## src/rtl/txn_fragmenter_if.sv

```systemverilog
// Request and transaction streams of the fragmenter.
// The slave modport is the fragmenter's view; the master modport drives it.
interface txn_fragmenter_if #(
  parameter int AddrWidth   = 64,
  parameter int LenWidth    = 16,
  parameter int SegCntWidth = 8,
  parameter int BoundBits   = 13,
  parameter int IdWidth     = 4
);
  logic                   req_valid_i;
  logic                   req_ready_o;
  logic [IdWidth-1:0]     req_id_i;
  logic [AddrWidth-1:0]   req_addr_i;
  logic [LenWidth-1:0]    req_seg_nbs_i;
  logic [SegCntWidth-1:0] req_nr_seg_i;
  logic [AddrWidth-1:0]   req_stride_i;
  logic                   req_is_load_i;
  logic                   stall_i;
  logic                   meta_enq_valid_o;
  logic                   txn_valid_o;
  logic                   txn_ready_i;
  logic [AddrWidth-1:0]   txn_addr_o;
  logic [BoundBits:0]     txn_nbs_o;
  logic [IdWidth-1:0]     txn_id_o;
  logic                   txn_is_load_o;
  logic                   txn_seg_first_o;
  logic                   txn_seg_last_o;
  logic                   txn_req_last_o;
  logic                   busy_o;

  modport master (
    output req_valid_i, req_id_i, req_addr_i, req_seg_nbs_i, req_nr_seg_i,
           req_stride_i, req_is_load_i, stall_i, txn_ready_i,
    input  req_ready_o, meta_enq_valid_o, txn_valid_o, txn_addr_o, txn_nbs_o,
           txn_id_o, txn_is_load_o, txn_seg_first_o, txn_seg_last_o,
           txn_req_last_o, busy_o
  );

  modport slave (
    input  req_valid_i, req_id_i, req_addr_i, req_seg_nbs_i, req_nr_seg_i,
           req_stride_i, req_is_load_i, stall_i, txn_ready_i,
    output req_ready_o, meta_enq_valid_o, txn_valid_o, txn_addr_o, txn_nbs_o,
           txn_id_o, txn_is_load_o, txn_seg_first_o, txn_seg_last_o,
           txn_req_last_o, busy_o
  );
endinterface

```

## src/rtl/txn_fragmenter.sv

```systemverilog
// Splits queued segmented requests into bus transactions that never cross a
// 2^BoundBits-nibble boundary, one per cycle on a valid/ready stream.
module txn_fragmenter #(
  parameter int AddrWidth   = 64,
  parameter int LenWidth    = 16,
  parameter int SegCntWidth = 8,
  parameter int BoundBits   = 13,
  parameter int ReqDepth    = 2,
  parameter int IdWidth     = 4
) (
  input  logic             clk_i,
  input  logic             rst_i,
  txn_fragmenter_if.slave  bus
);
  localparam int PtrW = (ReqDepth > 1) ? $clog2(ReqDepth) : 1;
  localparam int CntW = $clog2(ReqDepth + 1);
  localparam int CmpW = LenWidth + 1;
  localparam logic [CmpW-1:0] BoundNbs = CmpW'(1) << BoundBits;

  typedef struct packed {
    logic [IdWidth-1:0]     id;
    logic [AddrWidth-1:0]   addr;
    logic [LenWidth-1:0]    seg_nbs;
    logic [SegCntWidth-1:0] nr_seg;
    logic [AddrWidth-1:0]   stride;
    logic                   is_load;
  } req_t;

  typedef enum logic [1:0] {IDLE, INIT, STALL, FRAG} state_t;

  req_t                          r_fifo [ReqDepth];
  logic [PtrW-1:0]               r_wr_ptr, r_rd_ptr;
  logic [CntW-1:0]               r_count;
  state_t                        r_state;
  logic                          r_meta;
  logic [IdWidth-1:0]            r_id;
  logic                          r_is_load;
  logic [AddrWidth-1:0]          r_seg_base;
  logic [AddrWidth-1:0]          r_addr;
  logic [LenWidth-1:0]           r_seg_nbs;
  logic [LenWidth-1:0]           r_rem;
  logic [SegCntWidth-1:0]        r_seg_cnt;
  logic signed [AddrWidth-1:0]   r_stride;
  logic                          r_first;

  req_t                 w_in, w_head;
  logic                 w_push, w_pop, w_empty, w_full, w_frag;
  logic [CmpW-1:0]      w_room, w_rem, w_nbs;
  logic                 w_seg_last, w_req_last;
  logic [AddrWidth-1:0] w_next_base;

  function automatic logic [PtrW-1:0] ptr_inc(input logic [PtrW-1:0] p);
    return (p == PtrW'(ReqDepth - 1)) ? '0 : p + 1'b1;
  endfunction

  assign w_in = '{id: bus.req_id_i, addr: bus.req_addr_i, seg_nbs: bus.req_seg_nbs_i,
                  nr_seg: bus.req_nr_seg_i, stride: bus.req_stride_i,
                  is_load: bus.req_is_load_i};
  assign w_head  = r_fifo[r_rd_ptr];
  assign w_empty = (r_count == '0);
  assign w_full  = (r_count == CntW'(ReqDepth));
  assign w_push  = bus.req_valid_i && !w_full;

  // Boundary split uses only the low BoundBits of the address
  assign w_room      = BoundNbs - {{(CmpW-BoundBits){1'b0}}, r_addr[BoundBits-1:0]};
  assign w_rem       = {1'b0, r_rem};
  assign w_nbs       = (w_rem < w_room) ? w_rem : w_room;
  assign w_seg_last  = (w_nbs == w_rem);
  assign w_req_last  = w_seg_last && (r_seg_cnt == '0);
  assign w_next_base = r_seg_base + r_stride;
  assign w_frag      = (r_state == FRAG);

  assign w_pop = !w_empty &&
                 ((r_state == IDLE) || (w_frag && bus.txn_ready_i && w_req_last));

  always_ff @(posedge clk_i) begin
    if (rst_i) begin
      r_wr_ptr <= '0;
      r_rd_ptr <= '0;
      r_count  <= '0;
    end else begin
      if (w_push) r_wr_ptr <= ptr_inc(r_wr_ptr);
      if (w_pop)  r_rd_ptr <= ptr_inc(r_rd_ptr);
      r_count <= r_count + CntW'(w_push) - CntW'(w_pop);
    end
  end

  always_ff @(posedge clk_i) begin
    if (w_push) r_fifo[r_wr_ptr] <= w_in;
  end

  always_ff @(posedge clk_i) begin
    if (rst_i) begin
      r_state    <= IDLE;
      r_meta     <= 1'b0;
      r_id       <= '0;
      r_is_load  <= 1'b0;
      r_seg_base <= '0;
      r_addr     <= '0;
      r_seg_nbs  <= '0;
      r_rem      <= '0;
      r_seg_cnt  <= '0;
      r_stride   <= '0;
      r_first    <= 1'b0;
    end else begin
      r_meta <= 1'b0;
      case (r_state)
        IDLE: if (!w_empty) r_state <= INIT;
        INIT: begin
          if (r_seg_nbs == '0) begin
            r_state <= IDLE;
          end else begin
            r_rem   <= r_seg_nbs;
            r_addr  <= r_seg_base;
            r_first <= 1'b1;
            if (bus.stall_i) begin
              r_state <= STALL;
            end else begin
              r_state <= FRAG;
              r_meta  <= 1'b1;
            end
          end
        end
        STALL: begin
          if (!bus.stall_i) begin
            r_state <= FRAG;
            r_meta  <= 1'b1;
          end
        end
        FRAG: begin
          if (bus.txn_ready_i) begin
            r_first <= 1'b0;
            r_addr  <= r_addr + AddrWidth'(w_nbs);
            r_rem   <= r_rem - w_nbs[LenWidth-1:0];
            if (w_req_last) begin
              r_state <= w_empty ? IDLE : INIT;
            end else if (w_seg_last) begin
              r_seg_base <= w_next_base;
              r_addr     <= w_next_base;
              r_rem      <= r_seg_nbs;
              r_seg_cnt  <= r_seg_cnt - 1'b1;
              r_first    <= 1'b1;
            end
          end
        end
        default: r_state <= IDLE;
      endcase
      // A pop overrides the working registers with the next request
      if (w_pop) begin
        r_id       <= w_head.id;
        r_is_load  <= w_head.is_load;
        r_seg_base <= w_head.addr;
        r_addr     <= w_head.addr;
        r_seg_nbs  <= w_head.seg_nbs;
        r_seg_cnt  <= w_head.nr_seg;
        r_stride   <= w_head.stride;
      end
    end
  end

  assign bus.req_ready_o      = !w_full;
  assign bus.meta_enq_valid_o = r_meta;
  assign bus.txn_valid_o      = w_frag;
  assign bus.txn_addr_o       = w_frag ? r_addr : '0;
  assign bus.txn_nbs_o        = w_frag ? w_nbs[BoundBits:0] : '0;
  assign bus.txn_id_o         = w_frag ? r_id : '0;
  assign bus.txn_is_load_o    = w_frag && r_is_load;
  assign bus.txn_seg_first_o  = w_frag && r_first;
  assign bus.txn_seg_last_o   = w_frag && w_seg_last;
  assign bus.txn_req_last_o   = w_frag && w_req_last;
  assign bus.busy_o           = !w_empty || (r_state != IDLE);
endmodule

```

## src/flat_wrapper.sv

```systemverilog
// flat-port wrapper written by rule: the top's interface ports become plain ports
module txn_fragmenter_flat 
#(
  parameter int AddrWidth   = 64,
  parameter int LenWidth    = 16,
  parameter int SegCntWidth = 8,
  parameter int BoundBits   = 13,
  parameter int ReqDepth    = 2,
  parameter int IdWidth     = 4
)
  (clk_i, rst_i, bus_req_valid_i, bus_req_id_i, bus_req_addr_i, bus_req_seg_nbs_i, bus_req_nr_seg_i, bus_req_stride_i, bus_req_is_load_i, bus_stall_i, bus_txn_ready_i, bus_req_ready_o, bus_meta_enq_valid_o, bus_txn_valid_o, bus_txn_addr_o, bus_txn_nbs_o, bus_txn_id_o, bus_txn_is_load_o, bus_txn_seg_first_o, bus_txn_seg_last_o, bus_txn_req_last_o, bus_busy_o);
  txn_fragmenter_if #(.AddrWidth(AddrWidth), .LenWidth(LenWidth), .SegCntWidth(SegCntWidth), .BoundBits(BoundBits), .IdWidth(IdWidth)) bus_i ();
  input  logic clk_i;
  input  logic rst_i;
  input wire logic [$bits(bus_i.req_valid_i)-1:0] bus_req_valid_i;
  input wire logic [$bits(bus_i.req_id_i)-1:0] bus_req_id_i;
  input wire logic [$bits(bus_i.req_addr_i)-1:0] bus_req_addr_i;
  input wire logic [$bits(bus_i.req_seg_nbs_i)-1:0] bus_req_seg_nbs_i;
  input wire logic [$bits(bus_i.req_nr_seg_i)-1:0] bus_req_nr_seg_i;
  input wire logic [$bits(bus_i.req_stride_i)-1:0] bus_req_stride_i;
  input wire logic [$bits(bus_i.req_is_load_i)-1:0] bus_req_is_load_i;
  input wire logic [$bits(bus_i.stall_i)-1:0] bus_stall_i;
  input wire logic [$bits(bus_i.txn_ready_i)-1:0] bus_txn_ready_i;
  output wire logic [$bits(bus_i.req_ready_o)-1:0] bus_req_ready_o;
  output wire logic [$bits(bus_i.meta_enq_valid_o)-1:0] bus_meta_enq_valid_o;
  output wire logic [$bits(bus_i.txn_valid_o)-1:0] bus_txn_valid_o;
  output wire logic [$bits(bus_i.txn_addr_o)-1:0] bus_txn_addr_o;
  output wire logic [$bits(bus_i.txn_nbs_o)-1:0] bus_txn_nbs_o;
  output wire logic [$bits(bus_i.txn_id_o)-1:0] bus_txn_id_o;
  output wire logic [$bits(bus_i.txn_is_load_o)-1:0] bus_txn_is_load_o;
  output wire logic [$bits(bus_i.txn_seg_first_o)-1:0] bus_txn_seg_first_o;
  output wire logic [$bits(bus_i.txn_seg_last_o)-1:0] bus_txn_seg_last_o;
  output wire logic [$bits(bus_i.txn_req_last_o)-1:0] bus_txn_req_last_o;
  output wire logic [$bits(bus_i.busy_o)-1:0] bus_busy_o;
  assign bus_i.req_valid_i = bus_req_valid_i;
  assign bus_i.req_id_i = bus_req_id_i;
  assign bus_i.req_addr_i = bus_req_addr_i;
  assign bus_i.req_seg_nbs_i = bus_req_seg_nbs_i;
  assign bus_i.req_nr_seg_i = bus_req_nr_seg_i;
  assign bus_i.req_stride_i = bus_req_stride_i;
  assign bus_i.req_is_load_i = bus_req_is_load_i;
  assign bus_i.stall_i = bus_stall_i;
  assign bus_i.txn_ready_i = bus_txn_ready_i;
  assign bus_req_ready_o = bus_i.req_ready_o;
  assign bus_meta_enq_valid_o = bus_i.meta_enq_valid_o;
  assign bus_txn_valid_o = bus_i.txn_valid_o;
  assign bus_txn_addr_o = bus_i.txn_addr_o;
  assign bus_txn_nbs_o = bus_i.txn_nbs_o;
  assign bus_txn_id_o = bus_i.txn_id_o;
  assign bus_txn_is_load_o = bus_i.txn_is_load_o;
  assign bus_txn_seg_first_o = bus_i.txn_seg_first_o;
  assign bus_txn_seg_last_o = bus_i.txn_seg_last_o;
  assign bus_txn_req_last_o = bus_i.txn_req_last_o;
  assign bus_busy_o = bus_i.busy_o;
  txn_fragmenter #(.AddrWidth(AddrWidth), .LenWidth(LenWidth), .SegCntWidth(SegCntWidth), .BoundBits(BoundBits), .ReqDepth(ReqDepth), .IdWidth(IdWidth)) u_core (.clk_i(clk_i), .rst_i(rst_i), .bus(bus_i));
endmodule
```

## config.mk

```make
export PLATFORM = sky130hd
export DESIGN_NAME = txn_fragmenter_flat
export DESIGN_NICKNAME = d
export VERILOG_FILES = /design/src/rtl/txn_fragmenter_if.sv /design/src/rtl/txn_fragmenter.sv /design/src/flat_wrapper.sv
export SDC_FILE = /design/constraint.sdc
export NUM_CORES = 1
export LEC_CHECK = 0
export ABC_AREA = 1
export ABC_CLOCK_PERIOD_IN_PS = 7800
export CAP_MARGIN = 20
export CORE_UTILIZATION = 54
export DETAILED_ROUTE_END_ITERATION = 10
export PLACE_DENSITY = 0.78
export SLEW_MARGIN = 40
export SYNTH_ARGS = -nofsm -noshare
export SYNTH_HDL_FRONTEND = slang
export SYNTH_SLANG_ARGS = --single-unit
```

## constraint.sdc

```tcl
create_clock -name clk_i -period 7.8 [get_ports clk_i]
set_input_delay 1.17 -clock clk_i [delete_from_list [all_inputs] [get_ports clk_i]]
set_output_delay 1.17 -clock clk_i [all_outputs]
set_load 0.01 [all_outputs]
```

==> impl_results.md <==
* Latest clock arrival within the worst-skew pair at ~0.63 ns
* Post-synth EDFFs at approximately 310
* All-Layer GR Usage at 0.361
* Slew @ Worst Pin at 0.997 ns
* Register area share after synthesis at 0.450
* Max Cap Viol at 0
* Sw Pwr at slightly above 0.007 W
* Placed cells at 5114
* DP HPWL at 82400 microns
* PD cells at about 400 nW/um^2
* Max clock buf depth at 3
* Switching share of power at 0.472
* Final net count at between 4000 and 5000
* Clock skew at 0.0183 ns
* TNS Setup at 0 ns
* Boundary pin count at 252
* CTS tree: done
* Fin crit period at around 7.3 ns
* CP Data Arrival Time at 6.14 ns
* CTS Hold Bufs at 0
* Clock Tree Root: clkbuf_16
* Final Non-Filler Cells at between 5000 and 6000
* FF-to-FF Start: u_core.r_addr[1]
* # Post-CTS Setup Buffers at 0
* Std cell rows at roughly 90
* Post-Synthesis Cells at approximately 4200
* Initial DRC count at 3547
* Area Growth Syn to Fin at 15.9%
* Adder-Cell Fraction of Synth Area at 0.0470
* Die Ht at between 200 and 250 microns
* Ys flop type: edfxtp_1
* Routed WL at about 110000 microns
* Status: completed
* YS warnings at 0
* Xor and xnor area share after synthesis at 0.0195
* First-pass GRT wire length at approximately 160000 microns
* CTS Buf Count at 57
* CTS resizes at 0
* Die X at 245 microns
* Syn Std Cell Area at 31900 sq um
* Async set or reset register ratio after synthesis at 0
* Total die area at around 60000 sq um
* Drt first pass iters at 9
* CP Data Required Time at approximately 6.6 ns
* Mean Syn Cell Area at roughly 7.6 sq um
* Layout cell share with drive strength beyond 1 at 0.0498
* Synth Area in Compound Gates at 0.139
* Post-synthesis simple-gate area fraction at 0.258
* Leakage power at roughly 16 nW
* Sequential Power Share at 0.316
* Clock share of power at 0.186
* CP Launch Type: flip-flop
* F_max at between 0.1 and 0.15 GHz
* Via count of the first global-routing pass at about 28000
* Period utilization at 0.937
* WL per Instance at around 21 microns
* Fin. Hold Viols at 0
* Sink Count at 560
* Pins Over Slew Limit at 0
* R2r setup slk at 1.52 ns
* Reg-to-Reg End: u_core.r_stride[58]
* Worst-path clk slew at approximately 0.060 ns
* Most frequent cells in the layout: nand2_1, inv_1, edfxtp_1
* CP endpoint kind: output port
* Internal cell power at around 0.0079 W
* R2R cell count at 32
* Ant. Diodes at 0
* H-tree Lvls at 2
* Pin count of the biggest net entering global routing at ~110
* Grt total ovfl at 0
* RSZ-0062 raised after global routing: no
* Commonest non-fill, non-tap cell in the layout: nand2_1
* Register bit count reported by yosys at 560
* HP Start: u_core.r_rd_ptr
* Worst vdd ir at 0.250 mV
* PortBufs at between 200 and 300
* Antenna violations before repair at 1
* Drt drc at 0
* Post-synth cell types at roughly 50
* Largest family of logic cells by synthesized area: simple AND/OR/NAND/NOR gates
* CORE AREA at 58000 sq um
* Worst hold stages at 1
* Number of vias per cell at between 5 and 6
* GP Congestion at 1.04
* Worst slew margin at 0.333
* Min-Delay Path Class: flip-flop to flip-flop
* Setup violations, final at 0
* Initial core utilization at 0.550
* Comb power frac at 0.499
* Routed Antenna Nets at 0
* Crit path max fanout at 19
* Total vias in the final route at 29900
* Post-synthesis mux area share at 0.000314
* Setup CP Type: flip-flop to output port
* Fillcell total at around 5100
Yosys cell counts, types with 55 or more instances:
cell type  instances  area, sq um
or2_2             55          344
nor2_1           289         1080
inv_1            506         1900
a21oi_1          206         1030
ha_1             115         1440
clkbuf_1          91          342
dfxtp_1          246         4920
nand3_1          223         1120
nand2_1         1313         4930
a31oi_1          154          963
edfxtp_1         314         9430
o21ai_0          293         1470
power groups by stage:
stage	combinational, W	sequential, W	clock (W)
detailed placement	0.00726	0.00474	0
CTS	0.00731	0.00469	0.00279
finish	0.00746	0.00473	0.00278
global placement	0.00716	0.00474	0
floorplan	0.00529	0.00436	0
global route	0.00822	0.00476	0.00291
logic make-up (layout without fill, tap and decap cells):
family / count (synthesis) / after routing
other: 1 / 2
DFF: 560 / 560
buffers and inverters: 680 / 916
adders and majority gates: 118 / 118
muxes: 1 / 1
AOI/OAI and AO/OA: 780 / 780
xor gates and xnor gates: 71 / 71
and+or+nand+nor: 2006 / 2006
critical path: stages, from the launching register on:
cell,delay [ns]
dfxtp_1,0.33
inv_1,0.13
nand3_1,0.14
nor3_1,0.31
nand2_1,0.18
nor3_1,0.31
nand4_1,0.18
nor2_1,0.12
inv_1,0.07
or2_1,0.24
ha_1,0.28
inv_1,0.05
nor4_2,0.33
o211ai_1,0.19
nand3_4,0.23
nand3_1,0.10
o21ai_0,0.14
inv_1,0.14
ha_1,0.37
nand2_1,0.08
nor2_1,0.15
nand2_1,0.12
inv_1,0.08
nand2_1,0.14
nor2_4,0.14
nand2_1,0.09
inv_1,0.19
clkdlybuf4s50_1,0.67
worst max path at each step:
stage | start | to | slack, ns | cells past startpoint
6_report | u_core.r_addr[1] | bus_txn_req_last_o | 0.49 | 27
5_1_grt | u_core.r_addr[1] | bus_txn_req_last_o | 0.05 | 26
4_1_cts | u_core.r_addr[1] | bus_txn_req_last_o | 0.23 | 28
3_5_place_dp | u_core.r_addr[1] | bus_txn_req_last_o | 0.90 | 28
3_3_place_gp | u_core.r_addr[1] | bus_txn_req_last_o | 1.04 | 27
2_1_floorplan | bus_req_valid_i | u_core.r_fifo[1][0] | 1.98 | 2
routing by layer:
metal  GRT usage  vias up  share of wire
met2       0.561     1465           0.44
met3      0.0634      275          0.096
li1            -    14400              -
met5           0        -              0
met1       0.483    13800           0.41
met4       0.187        0          0.060
final cells by class:
type	count	area, sq um	area share
clock buffers	69	1500	0.0407
clock inverters	36	374	0.0101
inverters	514	1940	0.0525
multi-input cells	2978	14900	0.402
flip-flops and latches	560	14400	0.388
well taps	765	957	0.0259
repair buffers	297	2960	0.0802
per-stage QoR:
step | hold WS [ns] | area [sq um] | total power (W) | worst slack [ns] | utilization
final | 0.451 | 37000 | 0.0150 | 0.494 | 0.637
after global routing | 0.478 | 37000 | 0.0159 | 0.0466 | 0.637
after CTS | 0.445 | 36900 | 0.0148 | 0.225 | 0.636
after detailed placement | 0.441 | 35000 | 0.0120 | 0.900 | 0.604
after global placement | 0.425 | 35000 | 0.0119 | 1.04 | 0.603
after floorplan | 0.425 | 31900 | 0.00965 | 1.98 | -
registers in the layout, summed over array words and instances, names as in the netlist, named ones only:
| register | count |
|---|---|
| u_core.r_rd_ptr | 1 |
| u_core.r_wr_ptr | 1 |
| u_core.r_is_load | 1 |
| u_core.r_seg_cnt | 8 |
| u_core.r_stride | 64 |
| u_core.r_count | 2 |
| u_core.r_id | 4 |
| u_core.r_state | 1 |
| u_core.bus.meta_enq_valid_o | 1 |
| u_core.r_rem | 16 |
| u_core.r_first | 1 |
| u_core.r_fifo | 314 |
| u_core.r_addr | 64 |
| u_core.r_seg_base | 64 |
| u_core.r_seg_nbs | 16 |
Power figures use the tool's default switching activity.
